`src/rtl/bz_link_flit_deserializer.sv`:
```
`default_nettype none
// ============================================================================
// Module   : bz_link_flit_deserializer
// Brief    : Assembles header + N_DATA link flits into one routed packet;
//            drops negative routes and aborts stalled packets via watchdog.
// Revision : 1.0 - initial release
// ============================================================================
module bz_link_flit_deserializer #(
  parameter int FLIT_W  = 11,
  parameter int N_DATA  = 3,
  parameter int ROUTE_W = 6,
  parameter int TIMEOUT = 1024,
  parameter int CNT_W   = 16
) (
  input  logic                      clk,
  input  logic                      reset,
  input  logic [FLIT_W-1:0]         in_flit,
  input  logic                      in_valid,
  output logic                      in_ready,
  output logic [ROUTE_W-1:0]        out_route,
  output logic [N_DATA*FLIT_W-1:0]  out_payload,
  output logic                      out_valid,
  input  logic                      out_ready,
  output logic [CNT_W-1:0]          drop_count,
  output logic [CNT_W-1:0]          timeout_count,
  output logic                      busy
);

  localparam int c_IDX_W = (N_DATA > 1) ? $clog2(N_DATA) : 1;
  localparam int c_WD_W  = $clog2(TIMEOUT);
  localparam int c_PAY_W = N_DATA * FLIT_W;

  localparam logic [c_IDX_W-1:0] c_LAST_IDX = c_IDX_W'(N_DATA - 1);
  localparam logic [c_WD_W-1:0]  c_WD_MAX   = c_WD_W'(TIMEOUT - 1);
  localparam logic [CNT_W-1:0]   c_CNT_MAX  = '1;

  typedef enum logic [0:0] {
    ST_HDR  = 1'b0,
    ST_DATA = 1'b1
  } state_t;

  state_t               r_state, w_state_nxt;
  logic [c_IDX_W-1:0]   r_idx, w_idx_nxt;
  logic [c_WD_W-1:0]    r_wd, w_wd_nxt;
  logic [ROUTE_W-1:0]   r_route;
  logic [ROUTE_W-1:0]   r_out_route;
  logic [c_PAY_W-1:0]   r_out_payload;
  logic                 r_out_valid;
  logic [CNT_W-1:0]     r_drop_count;
  logic [CNT_W-1:0]     r_timeout_count;
  logic [c_PAY_W-1:0]   w_payload_fin;

  logic w_last, w_neg, w_in_ready, w_accept, w_expire;
  logic w_fin_ok, w_fin_drop;

  // Only the last data flit of a forwarded packet can be stalled by the output.
  always_comb begin
    w_last     = (r_state == ST_DATA) && (r_idx == c_LAST_IDX);
    w_neg      = r_route[ROUTE_W-1];
    w_in_ready = !(w_last && !w_neg) || !r_out_valid || out_ready;
    w_accept   = in_valid && w_in_ready;
    w_expire   = (r_state == ST_DATA) && (r_wd == c_WD_MAX) && !w_accept;
    w_fin_ok   = w_last && w_accept && !w_neg;
    w_fin_drop = w_last && w_accept && w_neg;
  end

  always_ff @(posedge clk or posedge reset) begin
    if (reset) begin
      r_state <= ST_HDR;
      r_idx   <= '0;
      r_wd    <= '0;
    end else begin
      r_state <= w_state_nxt;
      r_idx   <= w_idx_nxt;
      r_wd    <= w_wd_nxt;
    end
  end

  always_comb begin
    w_state_nxt = r_state;
    w_idx_nxt   = r_idx;
    w_wd_nxt    = r_wd;
    case (r_state)
      ST_HDR: begin
        w_wd_nxt = '0;
        if (w_accept) begin
          w_state_nxt = ST_DATA;
          w_idx_nxt   = '0;
        end
      end
      ST_DATA: begin
        if (w_accept) begin
          w_wd_nxt = '0;
          if (w_last) begin
            w_state_nxt = ST_HDR;
          end else begin
            w_idx_nxt = r_idx + 1'b1;
          end
        end else if (w_expire) begin
          w_state_nxt = ST_HDR;
          w_wd_nxt    = '0;
        end else if (!in_valid) begin
          // Backpressured cycles (valid but not ready) hold the count.
          w_wd_nxt = r_wd + 1'b1;
        end
      end
      default: begin
        w_state_nxt = ST_HDR;
        w_wd_nxt    = '0;
      end
    endcase
  end

  always_ff @(posedge clk or posedge reset) begin
    if (reset) begin
      r_route <= '0;
    end else if (w_accept && (r_state == ST_HDR)) begin
      r_route <= in_flit[FLIT_W-1 -: ROUTE_W];
    end
  end

  // The last data flit goes straight from the pins into the output register.
  generate
    if (N_DATA > 1) begin : g_multi
      logic [(N_DATA-1)*FLIT_W-1:0] r_asm;
      for (genvar i = 0; i < N_DATA - 1; i++) begin : g_slice
        always_ff @(posedge clk or posedge reset) begin
          if (reset) begin
            r_asm[i*FLIT_W +: FLIT_W] <= '0;
          end else if (w_accept && (r_state == ST_DATA) && (r_idx == c_IDX_W'(i))) begin
            r_asm[i*FLIT_W +: FLIT_W] <= in_flit;
          end
        end
      end
      assign w_payload_fin = {in_flit, r_asm};
    end else begin : g_single
      assign w_payload_fin = in_flit;
    end
  endgenerate

  always_ff @(posedge clk or posedge reset) begin
    if (reset) begin
      r_out_valid   <= 1'b0;
      r_out_route   <= '0;
      r_out_payload <= '0;
    end else if (w_fin_ok) begin
      r_out_valid   <= 1'b1;
      r_out_route   <= r_route;
      r_out_payload <= w_payload_fin;
    end else if (out_ready) begin
      r_out_valid <= 1'b0;
    end
  end

  always_ff @(posedge clk or posedge reset) begin
    if (reset) begin
      r_drop_count    <= '0;
      r_timeout_count <= '0;
    end else begin
      if (w_fin_drop && (r_drop_count != c_CNT_MAX)) begin
        r_drop_count <= r_drop_count + 1'b1;
      end
      if (w_expire && (r_timeout_count != c_CNT_MAX)) begin
        r_timeout_count <= r_timeout_count + 1'b1;
      end
    end
  end

  assign in_ready      = w_in_ready;
  assign out_route     = r_out_route;
  assign out_payload   = r_out_payload;
  assign out_valid     = r_out_valid;
  assign drop_count    = r_drop_count;
  assign timeout_count = r_timeout_count;
  assign busy          = (r_state != ST_HDR);

endmodule
`default_nettype wire

```
`config.mk`:
```
export PLATFORM = sky130hd
export DESIGN_NAME = bz_link_flit_deserializer
export DESIGN_NICKNAME = d
export VERILOG_FILES = /design/src/rtl/bz_link_flit_deserializer.sv
export SDC_FILE = /design/constraint.sdc
export NUM_CORES = 1
export LEC_CHECK = 0
export ABC_AREA = 1
export CORE_ASPECT_RATIO = 1.2
export CORE_MARGIN = 2
export CORE_UTILIZATION = 57
export CTS_CLUSTER_DIAMETER = 80
export DETAILED_ROUTE_END_ITERATION = 6
export PLACE_DENSITY = 0.85
export SLEW_MARGIN = 5
export SYNTH_ARGS = -nofsm -noshare
export SYNTH_HDL_FRONTEND = slang
export SYNTH_SLANG_ARGS = --single-unit
```
`constraint.sdc`:
```
create_clock -name clk -period 10.95 [get_ports clk]
set_input_delay 1.6425 -clock clk [delete_from_list [all_inputs] [get_ports clk]]
set_output_delay 1.6425 -clock clk [all_outputs]
set_load 0.01 [all_outputs]
```
# Yosys cells after proc, flatten, opt, wreduce, memory -nomap -nowiden
# Cells that the tools add are included.
dict set report totals {
  ff_bits 113
  inputBits 15
  out_inout_bits 74
  wordCells 63
}
dict set report op_classes {
  n_addsub 4
  n_eq_ne 9
  mux 15
  bitwise 1
  reduce_logical 23
}
# operator n
set ops {}
lappend ops {{$add 16x1->16 const B} 2}
lappend ops {{$ne 16x16->1 const B} 2}
lappend ops {{$mux 10} 3}
lappend ops {{$pmux 10 s2} 1}
lappend ops {{$logic_and 1x1->1} 14}
lappend ops {{$add 10x1->10 const B} 1}
lappend ops {{$eq 10x10->1 const B} 1}
lappend ops {{$mux 1} 6}
lappend ops {{$mux 2} 3}
lappend ops {{$logic_not 1->1} 4}
lappend ops {{$ne 2x2->1 const B} 2}
lappend ops {{$ne 4x2->1 const B} 1}
lappend ops {{$pmux 2 s2} 1}
lappend ops {{$reduce_and 3->1} 1}
lappend ops {{$add 2x1->2 const B} 1}
lappend ops {{$eq 2x1->1 const B} 1}
lappend ops {{$eq 2x2->1 const B} 1}
lappend ops {{$logic_not 2->1} 1}
lappend ops {{$logic_or 1x1->1} 2}
lappend ops {{$ne 2x1->1 const B} 1}
lappend ops {{$pmux 1 s2} 1}
lappend ops {{$reduce_bool 2->1} 1}
lappend ops {{$not 1->1} 1}

# Depth between registers and ports, before layout
dict set report logic_depth {
  ltp_word 12
  depth_mapped 11
}

# Least setup slack after synthesis
# OpenSTA, ideal clock, no wires.
dict set report synth_path {
  path_kind {input port to output port}
  from {input port out_ready}
  to {output port in_ready}
  t_arrival_ns 1.935
  setup_slack_ns 7.372
  path_stages 2
  path_buffers 0
  path_cell_list {nor2_1 -> nand2_2}
}
dict set report synth_between {
  elab_chain_cells 1
}
# element line_no
set synth_rtl {}
lappend synth_rtl {{start, declared} 23} ;# input logic out_ready,
lappend synth_rtl {{$logic_or 1x1->1} 60} ;# w_in_ready = !(w_last && !w_neg) || !r_out_valid || out_ready;
lappend synth_rtl {{end, declared} 19} ;# output logic in_ready,
# No other way between the ends.

# Final worst setup path
# Same ends and word-level chain as after synthesis.

==> results.md <==
* Final-report setup violation count at 0
* Critical path launch point type: input pin
* Asr flop ratio synth at 100.0%
* Min-Delay Path Depth at 2
* Final min period at between 4000 and 5000 ps
* Layout cells sized above 1 at ~8.6%
* Dominant cells by area after synthesis: dfrtp_1 53%, nand2_1 16%, nand3_1 4.7%
* H-tree depth at 4
* Synth Register Bits at around 110
* First-pass GRT wire length at about 21,000 um
* Most Frequent Cell on Critical Path: clkdlybuf4s50_1
* Crit. End Element: output pin
* Layout Skew at ~6.3 ps
* Post-Synthesis Cells at 646
* Post-synth top area share at a little over half
* Multi-input gate area at 0.002168 mm^2
* Die area at just over 0.01 mm^2
* Worst-Skew Late Latency at 510 ps
* CTS tree: yes
* Die Width at roughly 92 um
* Worst stage delay on the critical path at 530 ps
* Fin. max-slew vios at 0
* CORE AREA at 0.009081 mm^2
* Clock transition at the registers of the reported paths at ~50 ps
* Worst-case clock buffer depth at 2
* Power per cell area at between 200 and 250 mW/mm^2
* Total vias in the final route at around 4,700
* Leak at approximately 0.0033 uW
* Post-synth top cells: 234 x nand2_1, 113 x dfrtp_1, 53 x inv_1
* Area leader, netlist: dfrtp_1
* CTS Buf Count at 17
* Routed Antenna Nets at 0
* Residual DRC at 0
* CP Max Fanout at 4
* Hold_buf cts at 0
* Ant diodes at 0
* Area of the mapped netlist at approximately 0.0053 mm^2
* Required time worst endpoint at around 9300 ps
* PortBufs at 88
* Vias per std cell at between 5 and 6
* Top Ports at between 80 and 90
* Nets at between 700 and 800
* Setup TNS at 0 ps
* Clock Tree Root: clkbuf_8
* Core Rows at 38
* RD Place Congestion at between 0.9 and 1
* Relative slew slack at between 30% and 40%
* Fill cell count at around 620
* Number of enable flip-flop cells after synthesis at 0
* Final wirelength at 12,830 um
* GR Util All Layers at between 20% and 30%
* Yosys cell types at 29
* Post-CTS Setup Repair Bufs at 0
* Main synth FF type: dfrtp_1
* Area Growth Syn to Fin at 28.39%
* DRT iter0 DRCs at 367
* Final hold violation count at 0
* Slowest stage cell on the critical path: clkdlybuf4s50_1
* Synthesized area per cell at slightly above 8 um^2
* RSZ-0062 raised after global routing: no
* Achievable Freq at ~0.22 GHz
* Initial antenna violation count at 0
* Max Cap Viol at 0
* Most frequent cell after synthesis: nand2_1
* Clock sink count at roughly 110
* Status: completed
* Worst path arrival time at 2990 ps
* Wire per inst at approximately 15 um
* Slew @ Worst Pin at slightly below 1000 ps
* Vias in the first global route at between 4,000 and 5,000
* Worst vdd rail ir drop at 161.0 uV
* Final Cycle Share at about 42%
* Initial Util at 58.87%
* Area taken by flip-flops and latches at 0.002828 mm^2
* Hold crit path type: register to register
* Die Y at 110.1 um
* R2R cell count at 9
* Resize count post-CTS at 0
* Critical Path, Cell by Cell: clkdlybuf4s50_1 > nor2_1 > nand2_2 > clkdlybuf4s50_1
* Detailed Routing Iterations Pass 1 at 5
* Post-synthesis sequential area ratio at about 53%
* Mapped Nets at 667
* Pin count of the biggest net entering global routing at 79
* Yosys warns at 0
* Post-DP HPWL at about 8400 um
* Hold_ws at around 470 ps
* Grt total ovfl at 0
* Post-route total power at 1486 uW
* Setup Crit Path Kind: input pin to output pin
cell families (layout without fill, tap and decap cells):
family | count (synthesis) | count (layout) | synth area share (%)
flip-flops | 113 | 113 | 52.89
AND/OR/NAND/NOR | 364 | 364 | 29.30
adder cells (fa/ha/maj) | 6 | 6 | 1.404
buffers and inverters | 79 | 177 | 6.553
XOR/XNOR | 24 | 24 | 3.932
AO/OA/AOI/OAI | 60 | 60 | 5.921
layer usage:
| layer | part of all wire (%) | track usage, % | up-vias | wire length (um) |
|---|---|---|---|---|
| met5 | 0 | 0 | - | 0 |
| met4 | 1.2 | 9.062 | 0 | 154 |
| met3 | 4.8 | 6.254 | 16 | 614 |
| met2 | 52 | 47.34 | 145 | 6689 |
| met1 | 42 | 32.49 | 2286 | 5369 |
| li1 | - | - | 2217 | - |
path summary, 6_finish.rpt:
check                                         startpoint                          end  slack [ps]
min in group asynchronous                          reset  out_payload[12]$_DFFE_PP0P_        1500
worst min-delay path            out_route[5]$_DFFE_PP0P_     out_route[5]$_DFFE_PP0P_         470
worst min register to register  out_route[5]$_DFFE_PP0P_     out_route[5]$_DFFE_PP0P_         470
max in group asynchronous                          reset          r_wd[5]$_DFFE_PP0P_        8130
worst max register to register      r_idx[0]$_DFFE_PP0P_  out_payload[31]$_DFFE_PP0P_        7970
worst max-delay path                           out_ready                     in_ready        6320
report_power, final:
part	switching, uW	internal [uW]
Clock	188	378
Combinational	167	155
Sequential	74.4	525
Total	429	1060
worst max-delay path: cells and delay by family:
kind	cells	cell delay, ps
and+or+nand+nor	2	360
buffers and inverters	2	980
cell usage in the layout (no fill, tap or decap), drive strengths merged, types with 8 or more instances in the layout:
cell type	n
clkdlybuf4s50	88
nand3	53
nand2	252
xor2	16
clkbuf	20
nand4	8
o21ai	50
nor2	37
dfrtp	113
nor3	13
xnor2	8
inv	56
sequential cells by signal, summed over array words and instances, names as in the netlist:
signal,cells
out_valid,1
out_payload,33
r_route,6
drop_count,16
timeout_count,16
g_multi.r_asm,22
r_idx,2
busy,1
r_wd,10
out_route,6
through the flow:
stage	util [%]	setup slack (ps)	area (um^2)	instances
3_3_place_gp	68.92	6355	6259	834
5_1_grt	75.59	6253	6864	864
3_5_place_dp	68.92	6334	6259	834
4_1_cts	75.59	6320	6864	864
6_report	75.59	6319	6864	864
2_1_floorplan	-	6320	5346	646
area by class of cell:
type                            instances  area share [%]
Inverter                               57           3.153
Clock buffer                           20           6.489
Clock inverter                         10           2.333
Timing Repair Buffer                   90           13.05
Tap cell                              120           2.187
Multi-Input combinational cell        454           31.59
Sequential cell                       113           41.20
Power figures use the tool's default switching activity.
